--- config.mk ---
export PLATFORM = sky130hd
export DESIGN_NAME = divider_bf16_seq
export DESIGN_NICKNAME = d
export VERILOG_FILES = /design/src/rtl/divider_bf16_seq.sv
export SDC_FILE = /design/constraint.sdc
export NUM_CORES = 1
export LEC_CHECK = 0
export BUFFER_PORTS_ARGS = -buffer_cell sky130_fd_sc_hd__clkbuf_2
export CAP_MARGIN = 0
export CORE_MARGIN = 5
export CORE_UTILIZATION = 40
export CTS_CLUSTER_DIAMETER = 120
export CTS_CLUSTER_SIZE = 10
export DETAILED_ROUTE_END_ITERATION = 8
export PLACE_DENSITY = 0.59
export SYNTH_ARGS = -nofsm -noshare
export SYNTH_HDL_FRONTEND = slang
export SYNTH_SLANG_ARGS = --single-unit
--- constraint.sdc ---
create_clock -name clk -period 7.2 [get_ports clk]
set_input_delay 0.36 -clock clk [delete_from_list [all_inputs] [get_ports clk]]
set_output_delay 0.36 -clock clk [all_outputs]
set_load 0.05 [all_outputs]
--- src/rtl/divider_bf16_seq.sv ---
// Iterative bf16 divider Q = A / B using restoring division, one quotient bit per cycle.
// Define DIVIDER_BF16_ROUND_EN for 10 quotient bits with round-to-nearest-even instead of truncation.
module divider_bf16_seq #(
  parameter logic [15:0] NAN_OUT = 16'h7F81
) (
  input  logic        clk,
  input  logic        rst_n,
  input  logic        in_valid,
  output logic        in_ready,
  input  logic [15:0] A,
  input  logic [15:0] B,
  output logic        out_valid,
  input  logic        out_ready,
  output logic [15:0] Q,
  output logic        div_by_zero,
  output logic        busy
);

`ifdef DIVIDER_BF16_ROUND_EN
  localparam int unsigned NQ = 10;
`else
  localparam int unsigned NQ = 9;
`endif
  localparam int unsigned CW = 4;

  typedef enum logic [1:0] {IDLE, DIV, NORM, DONE} state_t;

  state_t          state_q;
  logic            sign_q;
  logic [7:0]      ea_q, eb_q, mb_q;
  logic [8:0]      rem_q;
  logic [NQ-1:0]   quo_q;
  logic [CW-1:0]   cnt_q;
  logic [15:0]     q_q;
  logic            out_valid_q, dbz_q, in_ready_q, busy_q;

  assign in_ready    = in_ready_q;
  assign out_valid   = out_valid_q;
  assign Q           = q_q;
  assign div_by_zero = dbz_q;
  assign busy        = busy_q;

  // Operand classification at accept; denormals count as zero.
  logic        sign_c, a_zero, a_inf, a_nan, b_zero, b_inf, b_nan;
  logic        spec_c, spec_dbz_c;
  logic [15:0] spec_q_c;

  always_comb begin
    sign_c     = A[15] ^ B[15];
    a_zero     = (A[14:7] == 8'h00);
    a_inf      = (A[14:7] == 8'hFF) && (A[6:0] == 7'h00);
    a_nan      = (A[14:7] == 8'hFF) && (A[6:0] != 7'h00);
    b_zero     = (B[14:7] == 8'h00);
    b_inf      = (B[14:7] == 8'hFF) && (B[6:0] == 7'h00);
    b_nan      = (B[14:7] == 8'hFF) && (B[6:0] != 7'h00);
    spec_c     = 1'b1;
    spec_dbz_c = 1'b0;
    spec_q_c   = NAN_OUT;
    if (a_nan || b_nan || (a_zero && b_zero) || (a_inf && b_inf)) begin
      spec_q_c = NAN_OUT;
    end else if (a_inf) begin
      spec_q_c = {sign_c, 8'hFF, 7'h00};
    end else if (b_zero) begin
      spec_q_c   = {sign_c, 8'hFF, 7'h00};
      spec_dbz_c = 1'b1;
    end else if (a_zero || b_inf) begin
      spec_q_c = {sign_c, 15'h0000};
    end else begin
      spec_c = 1'b0;
    end
  end

  // One restoring step: subtract when the divisor fits.
  logic       rem_ge_c;
  logic [8:0] rem_sub_c;

  assign rem_ge_c  = (rem_q >= {1'b0, mb_q});
  assign rem_sub_c = rem_ge_c ? (rem_q - {1'b0, mb_q}) : rem_q;

  // Normalise the quotient, apply optional rounding, then range-check the exponent.
  logic signed [9:0] exp_c;
  logic [6:0]        man_c;
  logic [15:0]       norm_q_c;
`ifdef DIVIDER_BF16_ROUND_EN
  logic              guard_c, sticky_c;
  logic [7:0]        man_r_c;
`endif

  always_comb begin
    exp_c = $signed(10'(ea_q)) - $signed(10'(eb_q)) + 10'sd127;
    if (quo_q[NQ-1]) begin
      man_c = quo_q[NQ-2 -: 7];
    end else begin
      man_c = quo_q[NQ-3 -: 7];
      exp_c = exp_c - 10'sd1;
    end
`ifdef DIVIDER_BF16_ROUND_EN
    // When the leading bit is set, quo_q[0] lies below the guard and joins the sticky.
    if (quo_q[NQ-1]) begin
      guard_c  = quo_q[1];
      sticky_c = quo_q[0] | (rem_q != 9'h000);
    end else begin
      guard_c  = quo_q[0];
      sticky_c = (rem_q != 9'h000);
    end
    man_r_c = {1'b0, man_c} + 8'(guard_c & (sticky_c | man_c[0]));
    if (man_r_c[7]) begin
      man_c = 7'h00;
      exp_c = exp_c + 10'sd1;
    end else begin
      man_c = man_r_c[6:0];
    end
`endif
    if (exp_c >= 10'sd255) begin
      norm_q_c = {sign_q, 8'hFF, 7'h00};
    end else if (exp_c <= 10'sd0) begin
      norm_q_c = {sign_q, 15'h0000};
    end else begin
      norm_q_c = {sign_q, exp_c[7:0], man_c};
    end
  end

  always_ff @(posedge clk or negedge rst_n) begin
    if (!rst_n) begin
      state_q     <= IDLE;
      sign_q      <= 1'b0;
      ea_q        <= 8'h00;
      eb_q        <= 8'h00;
      mb_q        <= 8'h00;
      rem_q       <= 9'h000;
      quo_q       <= '0;
      cnt_q       <= '0;
      q_q         <= 16'h0000;
      out_valid_q <= 1'b0;
      dbz_q       <= 1'b0;
      in_ready_q  <= 1'b1;
      busy_q      <= 1'b0;
    end else begin
      case (state_q)
        IDLE: begin
          if (in_valid) begin
            sign_q     <= sign_c;
            ea_q       <= A[14:7];
            eb_q       <= B[14:7];
            mb_q       <= {1'b1, B[6:0]};
            rem_q      <= {2'b01, A[6:0]};
            quo_q      <= '0;
            cnt_q      <= '0;
            in_ready_q <= 1'b0;
            busy_q     <= 1'b1;
            if (spec_c) begin
              q_q         <= spec_q_c;
              dbz_q       <= spec_dbz_c;
              out_valid_q <= 1'b1;
              state_q     <= DONE;
            end else begin
              state_q <= DIV;
            end
          end
        end
        DIV: begin
          quo_q <= {quo_q[NQ-2:0], rem_ge_c};
          rem_q <= 9'(rem_sub_c << 1);
          cnt_q <= cnt_q + CW'(1);
          if (cnt_q == CW'(NQ - 1)) begin
            state_q <= NORM;
          end
        end
        NORM: begin
          q_q         <= norm_q_c;
          out_valid_q <= 1'b1;
          state_q     <= DONE;
        end
        DONE: begin
          if (out_ready) begin
            out_valid_q <= 1'b0;
            dbz_q       <= 1'b0;
            in_ready_q  <= 1'b1;
            busy_q      <= 1'b0;
            state_q     <= IDLE;
          end
        end
        default: state_q <= IDLE;
      endcase
    end
  end

endmodule
==> flow_summary.yaml, run 1 <==
critical_path:
  crit_family: "compound AO/OA/AOI/OAI gates"
  critPathSlowestCell: "a21oi_1"
  r2r_start: "ea_q[0]"
  cpMostUsedCell: "inv_1"
  r2r_cells: 13
  crit_fanout: 14
  path_cells: "inv_1, ha_1, inv_1, fa_1, inv_1, ha_1, a31oi_1, o22ai_2, o211ai_1, o311ai_2, a21oi_1, o21ai_1, o31ai_1"
  cp-start-kind: "flip-flop"
  r2r_slack_ns: 3.30
  cp-end-kind: "flip-flop"
  crit_buf_inv: 3
  crit_required_ns: 7.43
  crit_type: "reg -> reg"
  arrival_ns: 4.13
  slowest_delay_ns: 0.79
  worst_r2r_endpoint: "Q[5]"
finish:
  synthToLayoutAreaGrowth_pct: 15.1
  n_antenna_cell: 0
  stdcell_count: 668
  finalNetCount: 585
  drive_gt1_frac: 0.222
  mostFrequentLayoutCells: "68 x dfrtp_1, 54 x clkbuf_2, 45 x nand2_1"
  mostFrequentLayoutCell: "dfrtp_1"
  n_fill_cell: 1095
  fin_area_um2: 5190
synthesis:
  syn_area_per_cell_um2: 9.52
  synthAdderAreaFrac: 0.0754
  synth-xor-area-share: 0.0385
  netlist_area_um2: 4510
  yosysWarnings: 0
  synth_top_family_by_area: "compound AO/OA/AOI/OAI gates"
  ys_types: 72
  synthMuxAreaShare: 0.0799
  synth_ff_type: "dfrtp_1"
  synth_cells: 474
  syn_nets: 536
  seq_area_frac_synth: 0.383
  synthSimpleGateAreaFrac: 0.158
  synth_edf_count: 0
  synthArstFlopShare: 1.00
  yosys_register_bits: 69
  synth-compound-area-share: 0.219
die:
  die_w_um: 116
  coreArea_um2: 10900
  die-area_um2: 13500
  die-height_um: 116
  num_rows: 38
  pin_count: 56
  start_util: 0.413
place:
  dp_slack_ns: 3.34
  place_inst: 652
  placed_area_um2: 4880
  io_buffers: 55
  gp_congestion: 0.808
  hpwl_um: 7800
grt:
  grt_usage: 0.166
  overflow: 0
  grt_use_met3: 0.0326
  use_met1: 0.236
  grt_max_degree: 70
  first_global_vias: 3629
  grt_pass1_wl_um: 17900
  antenna_found_initial: 0
  met2_usage: 0.259
  gr-max-usage-layer: "met2"
clock_tree:
  ctsLongestPathBuffers: 2
  h-tree-depth: 3
  cts_resized: 0
  cts_tree: "done"
  path_clk_slew_ns: 0.06
  post-cts-setup-buffers: 0
  cts_buffers: 9
  hold_buffers: 0
  clk_latency_ns: 0.33
  cts_root_buffer: "clkbuf_16"
  clock-sinks: 69
detailed_routing:
  drc: 0
  drtAntennaViolNets: 0
  vias: 3642
  wire_per_inst_um: 15.7
  vias_per_cell: 5.45
  dr.pass1.iters: 5
  drt_iter0_drc: 181
  wl_um: 10500
sta:
  finalSetupTns_ns: 0
  setup_viol_count_final: 0
  worstMarginPinSlew_ns: 1.17
  slew_violations: 0
  final.setup_skew_ns: 0.00932
  report.final.hold_viol_count: 0
  relSlewSlack: 0.221
  fin_crit_sh: 0.542
  rsz0062_at_grt: "false"
  fin_ws_ns: 3.30
  max_freq_mhz: 256
  finalCriticalPeriod_ns: 3.90
min_path:
  worstHoldPathType: "in -> async"
flow_run:
  maxCapViolations: 0
outcome:
  status: "complete, no violations"
[per-layer routing]
layer,vias to the layer above,wire (µm)
met5,-,0
li1,1833,-
met3,9,442
met1,1731,5230
met4,0,106
met2,69,4690
[flip-flops by register name, summed over array words and instances (netlist names)]
| name | count |
|---|---|
| out_valid | 1 |
| mb_q | 8 |
| Q | 16 |
| quo_q | 9 |
| cnt_q | 4 |
| div_by_zero | 1 |
| rem_q | 9 |
| state_q | 2 |
| ea_q | 8 |
| eb_q | 8 |
| sign_q | 1 |
| in_ready | 1 |
| busy | 1 |
[Yosys cell counts (6+ instances only)]
library cell,n,share of area
a211oi_1,7,0.012
a21o_1,13,0.022
a21oi_1,24,0.027
a22o_1,10,0.019
clkbuf_1,13,0.011
dfrtp_1,68,0.38
ha_1,24,0.067
inv_1,30,0.025
mux2_2,24,0.060
mux2i_1,9,0.020
nand2_1,45,0.037
nand3_1,14,0.016
nor2_1,24,0.020
nor2b_1,9,0.012
nor3_1,9,0.010
nor4_1,6,0.0083
o21ai_0,24,0.027
o31ai_1,13,0.022
xnor2_1,14,0.027
[stage by stage]
step                      hold WS, ns  utilization
after floorplan                0.0644            -
after global placement          0.438        0.447
after detailed placement        0.445        0.447
after CTS                       0.271        0.475
after global routing            0.280        0.475
final                           0.228        0.475
[cell type report]
type	count	area, µm²	share of cell area
Timing Repair Buffer	58	298	0.0573
Tap cell	140	175	0.0337
Sequential cell	69	1730	0.333
Clock inverter	5	57.6	0.0111
Multi-Input combinational cell	355	2570	0.495
Clock buffer	11	253	0.0487
Inverter	30	113	0.0217
[cells by family after synthesis]
| group | count (synthesis) |
|---|---|
| and+or+nand+nor | 141 |
| AOI/OAI and AO/OA | 136 |
| DFF | 69 |
| buffers and inverters | 50 |
| muxes | 33 |
| adders and majority gates | 26 |
| xor gates and xnor gates | 19 |
[worst max-delay path by stage]
stage / start / endpoint / slack [ns] / depth (start not counted)
global route: ea_q[0] / Q[5] / 2.98 / 13
CTS: ea_q[0] / Q[5] / 3.31 / 13
floorplan: ea_q[0] / Q[1] / 4.01 / 14
detailed placement: ea_q[0] / Q[5] / 3.34 / 13
global placement: ea_q[0] / Q[3] / 3.45 / 13
finish: ea_q[0] / Q[5] / 3.30 / 13
Power of run 1 is left out: the tool's default activity adds up to more than one toggle a clock period on the data nets, which glitch-free logic cannot reach.
==> inputs of run 2 (changes only) <==
--- a/config.mk
+++ b/config.mk
@@ -5,6 +5,7 @@
 export SDC_FILE = /design/constraint.sdc
 export NUM_CORES = 1
 export LEC_CHECK = 0
+export ABC_AREA = 1
 export BUFFER_PORTS_ARGS = -buffer_cell sky130_fd_sc_hd__clkbuf_2
 export CAP_MARGIN = 0
 export CORE_MARGIN = 5
@@ -12,7 +13,7 @@
 export CTS_CLUSTER_DIAMETER = 120
 export CTS_CLUSTER_SIZE = 10
 export DETAILED_ROUTE_END_ITERATION = 8
-export PLACE_DENSITY = 0.59
+export PLACE_DENSITY = 0.61
 export SYNTH_ARGS = -nofsm -noshare
 export SYNTH_HDL_FRONTEND = slang
 export SYNTH_SLANG_ARGS = --single-unit
==> constraint.sdc (replaced) <==
create_clock -name clk -period 3.2 [get_ports clk]
set_input_delay 0.16 -clock clk [delete_from_list [all_inputs] [get_ports clk]]
set_output_delay 0.16 -clock clk [all_outputs]
set_load 0.05 [all_outputs]
==> run 2 against run 1 <==
Compared with the run above: global-route usage grew 0.38 points; cell count up 30%; setup slack worse by 3.2 ns; routed wire length up 5.0%; largest cell class unchanged; register-to-register slack got worse by 3.2 ns; fmax up 27%; first-iteration DRC count down 9.9%; non-clock buffer count grew 11.
==> flow_summary.yaml, run 2 <==
synthesis:
  yosys.area.top_type_share: 0.370
  yosysMostFrequentCell: "nand2_1"
  synth_common_cells: "169 x nand2_1, 111 x inv_1, 68 x dfrtp_1, 54 x nor2_1, 52 x o21ai_0"
  syn_nets: 719
  synth-xor-area-share: 0.0114
  ys_types: 40
  synthArstFlopShare: 1.00
  seq_area_frac_synth: 0.376
  synth-compound-area-share: 0.144
  synthTopCellsByArea: "dfrtp_1 37%, nand2_1 14%, inv_1 9.1%, ha_1 6.5%, o21ai_0 5.7%"
  synth_cells: 657
  synthSimpleGateAreaFrac: 0.284
  syn_area_per_cell_um2: 7.00
  synthAdderAreaFrac: 0.0740
  yosys_register_bits: 69
  synth_top_family_by_area: "simple AND/OR/NAND/NOR gates"
  netlist_area_um2: 4600
  synthMuxAreaShare: 0
  synth_edf_count: 0
  synth_top_cell_by_area: "dfrtp_1"
  yosysWarnings: 0
  synth_ff_type: "dfrtp_1"
finish:
  register_area_um2: 1730
  drive_gt1_frac: 0.195
  n_fill_cell: 1114
  stdcell_count: 870
  synthToLayoutAreaGrowth_pct: 22.2
  mostFrequentLayoutCells: "160 x nand2_1, 104 x inv_1, 68 x dfrtp_1"
  mostFrequentLayoutCell: "nand2_1"
  n_antenna_cell: 0
  finalNetCount: 784
  largest_reg_flops: 16
  final_util: 0.496
  multi_input_area_um2: 2590
critical_path:
  r2r_start: "ea_q[0]"
  r2r_slack_ns: 0.12
  crit_fanout: 7
  path_cells: "inv_1, ha_2, inv_2, fa_2, inv_2, ha_4, nand2_1, nor2_4, nand3_2, inv_1, nand2_2, nor2_4, nand3_4, nor2_4, a21oi_4, buf_12, buf_12, nand3_1, nand2_1, nand2_1, nand3_1"
  crit_path_start: "ea_q[0]"
  cp-start-kind: "flip-flop"
  r2r_cells: 21
  crit_type: "reg -> reg"
  slowest_delay_ns: 0.53
  crit_end: "Q[10]"
  critPathSlowestCell: "fa_2"
  arrival_ns: 3.24
  worst_r2r_endpoint: "Q[10]"
  cp-end-kind: "flip-flop"
  path_depth: 21
  crit_family: "simple AND/OR/NAND/NOR gates"
  crit_buf_inv: 6
  crit_required_ns: 3.36
grt:
  grt_use_met3: 0.0226
  grt_usage: 0.170
  met2_usage: 0.304
  grt_max_degree: 51
  antenna_found_initial: 0
  overflow: 0
  grt_pass1_wl_um: 18900
  gr-max-usage-layer: "met2"
  use_met1: 0.205
  first_global_vias: 4370
detailed_routing:
  drc: 0
  vias: 4349
  drt_iter0_drc: 163
  wl_um: 11000
  drtAntennaViolNets: 0
  dr.pass1.iters: 4
  wire_per_inst_um: 12.6
  vias_per_cell: 5.00
place:
  place_inst: 846
  gp_congestion: 0.791
  dp_slack_ns: 0.0646
  io_buffers: 55
  hpwl_um: 8390
clock_tree:
  h-tree-depth: 3
  cts_root_buffer: "clkbuf_16"
  ctsLongestPathBuffers: 2
  clk_latency_ns: 0.33
  cts_tree: "done"
  cts_buffers: 9
  clock-sinks: 69
  path_clk_slew_ns: 0.06
sta:
  slew_violations: 0
  fin_crit_sh: 0.961
  setup_viol_count_final: 0
  final.setup_skew_ns: 0.00815
  worstMarginPinSlew_ns: 1.17
  report.final.hold_viol_count: 0
  fin_ws_ns: 0.124
  relSlewSlack: 0.210
  max_freq_mhz: 325
  finalCriticalPeriod_ns: 3.08
  finalSetupTns_ns: 0
die:
  coreArea_um2: 11300
  start_util: 0.406
  die_w_um: 117
  num_rows: 39
  pin_count: 56
  die-area_um2: 13700
  die-height_um: 117
outcome:
  status: "complete, no violations"
min_path:
  worstHoldPathType: "in -> reg"
flow_run:
  maxCapViolations: 0
-- run 2: cell types whose count changed after synthesis, moves of 24 or more --
| cell | before | now |
|---|---|---|
| mux2_2 | 24 | 0 |
| o21ai_0 | 24 | 52 |
| inv_1 | 30 | 111 |
| nand3_1 | 14 | 44 |
| nor2_1 | 24 | 54 |
| nand2_1 | 45 | 169 |
-- run 2: cell type report --
type	count	area share
flip-flops and latches	69	0.308
clock buffers	13	0.0428
multi-input cells	458	0.460
clock inverters	3	0.00267
inverters	115	0.0777
repair buffers	69	0.0770
well taps	143	0.0318
-- run 2: per-layer routing --
layer,wire (µm),share of wire
met1,4850,0.44
met3,321,0.029
met4,165,0.015
met5,0,0
met2,5650,0.51
-- run 2: through the flow --
stage	hold WS, ns	cell area [µm²]
finish	0.0646	5620
detailed placement	0.115	5040
global route	0.0954	5620
floorplan	-0.136	4600
CTS	0.0606	5310
global placement	0.106	5040
-- run 2: cell families (layout without fill, tap and decap cells) --
logic type,after synthesis,count (layout)
XOR/XNOR,6,6
flip-flops,69,69
adder cells (fa/ha/maj),26,26
AND/OR/NAND/NOR,306,307
buffers and inverters,131,200
AO/OA/AOI/OAI,119,119
-- run 2: repair_timing --
item,in CTS,in global routing
endpoints found under the hold margin,16,0
setup endpoints to repair,0,15
buffers inserted,0,5
hold buffers,1,0
resized for setup,0,61
-- run 2: worst min path at each step --
| stage | from | to | slack, ns | cells after the start |
|---|---|---|---|---|
| after CTS | A[0] | rem_q[0] | 0.06 | 3 |
| after floorplan | rst_n | Q[0] | -0.14 | 0 |
| after global placement | rst_n | Q[15] | 0.11 | 1 |
| after detailed placement | rst_n | Q[15] | 0.12 | 1 |
| after global routing | A[0] | rem_q[0] | 0.1 | 3 |
| final | A[0] | rem_q[0] | 0.06 | 3 |
-- run 2: worst min-delay path, stage by stage --
cell and delay (ns):
clkbuf_2 0.09, nand2_1 0.04, o21ai_0 0.06
Power of run 2 is left out for the same reason.
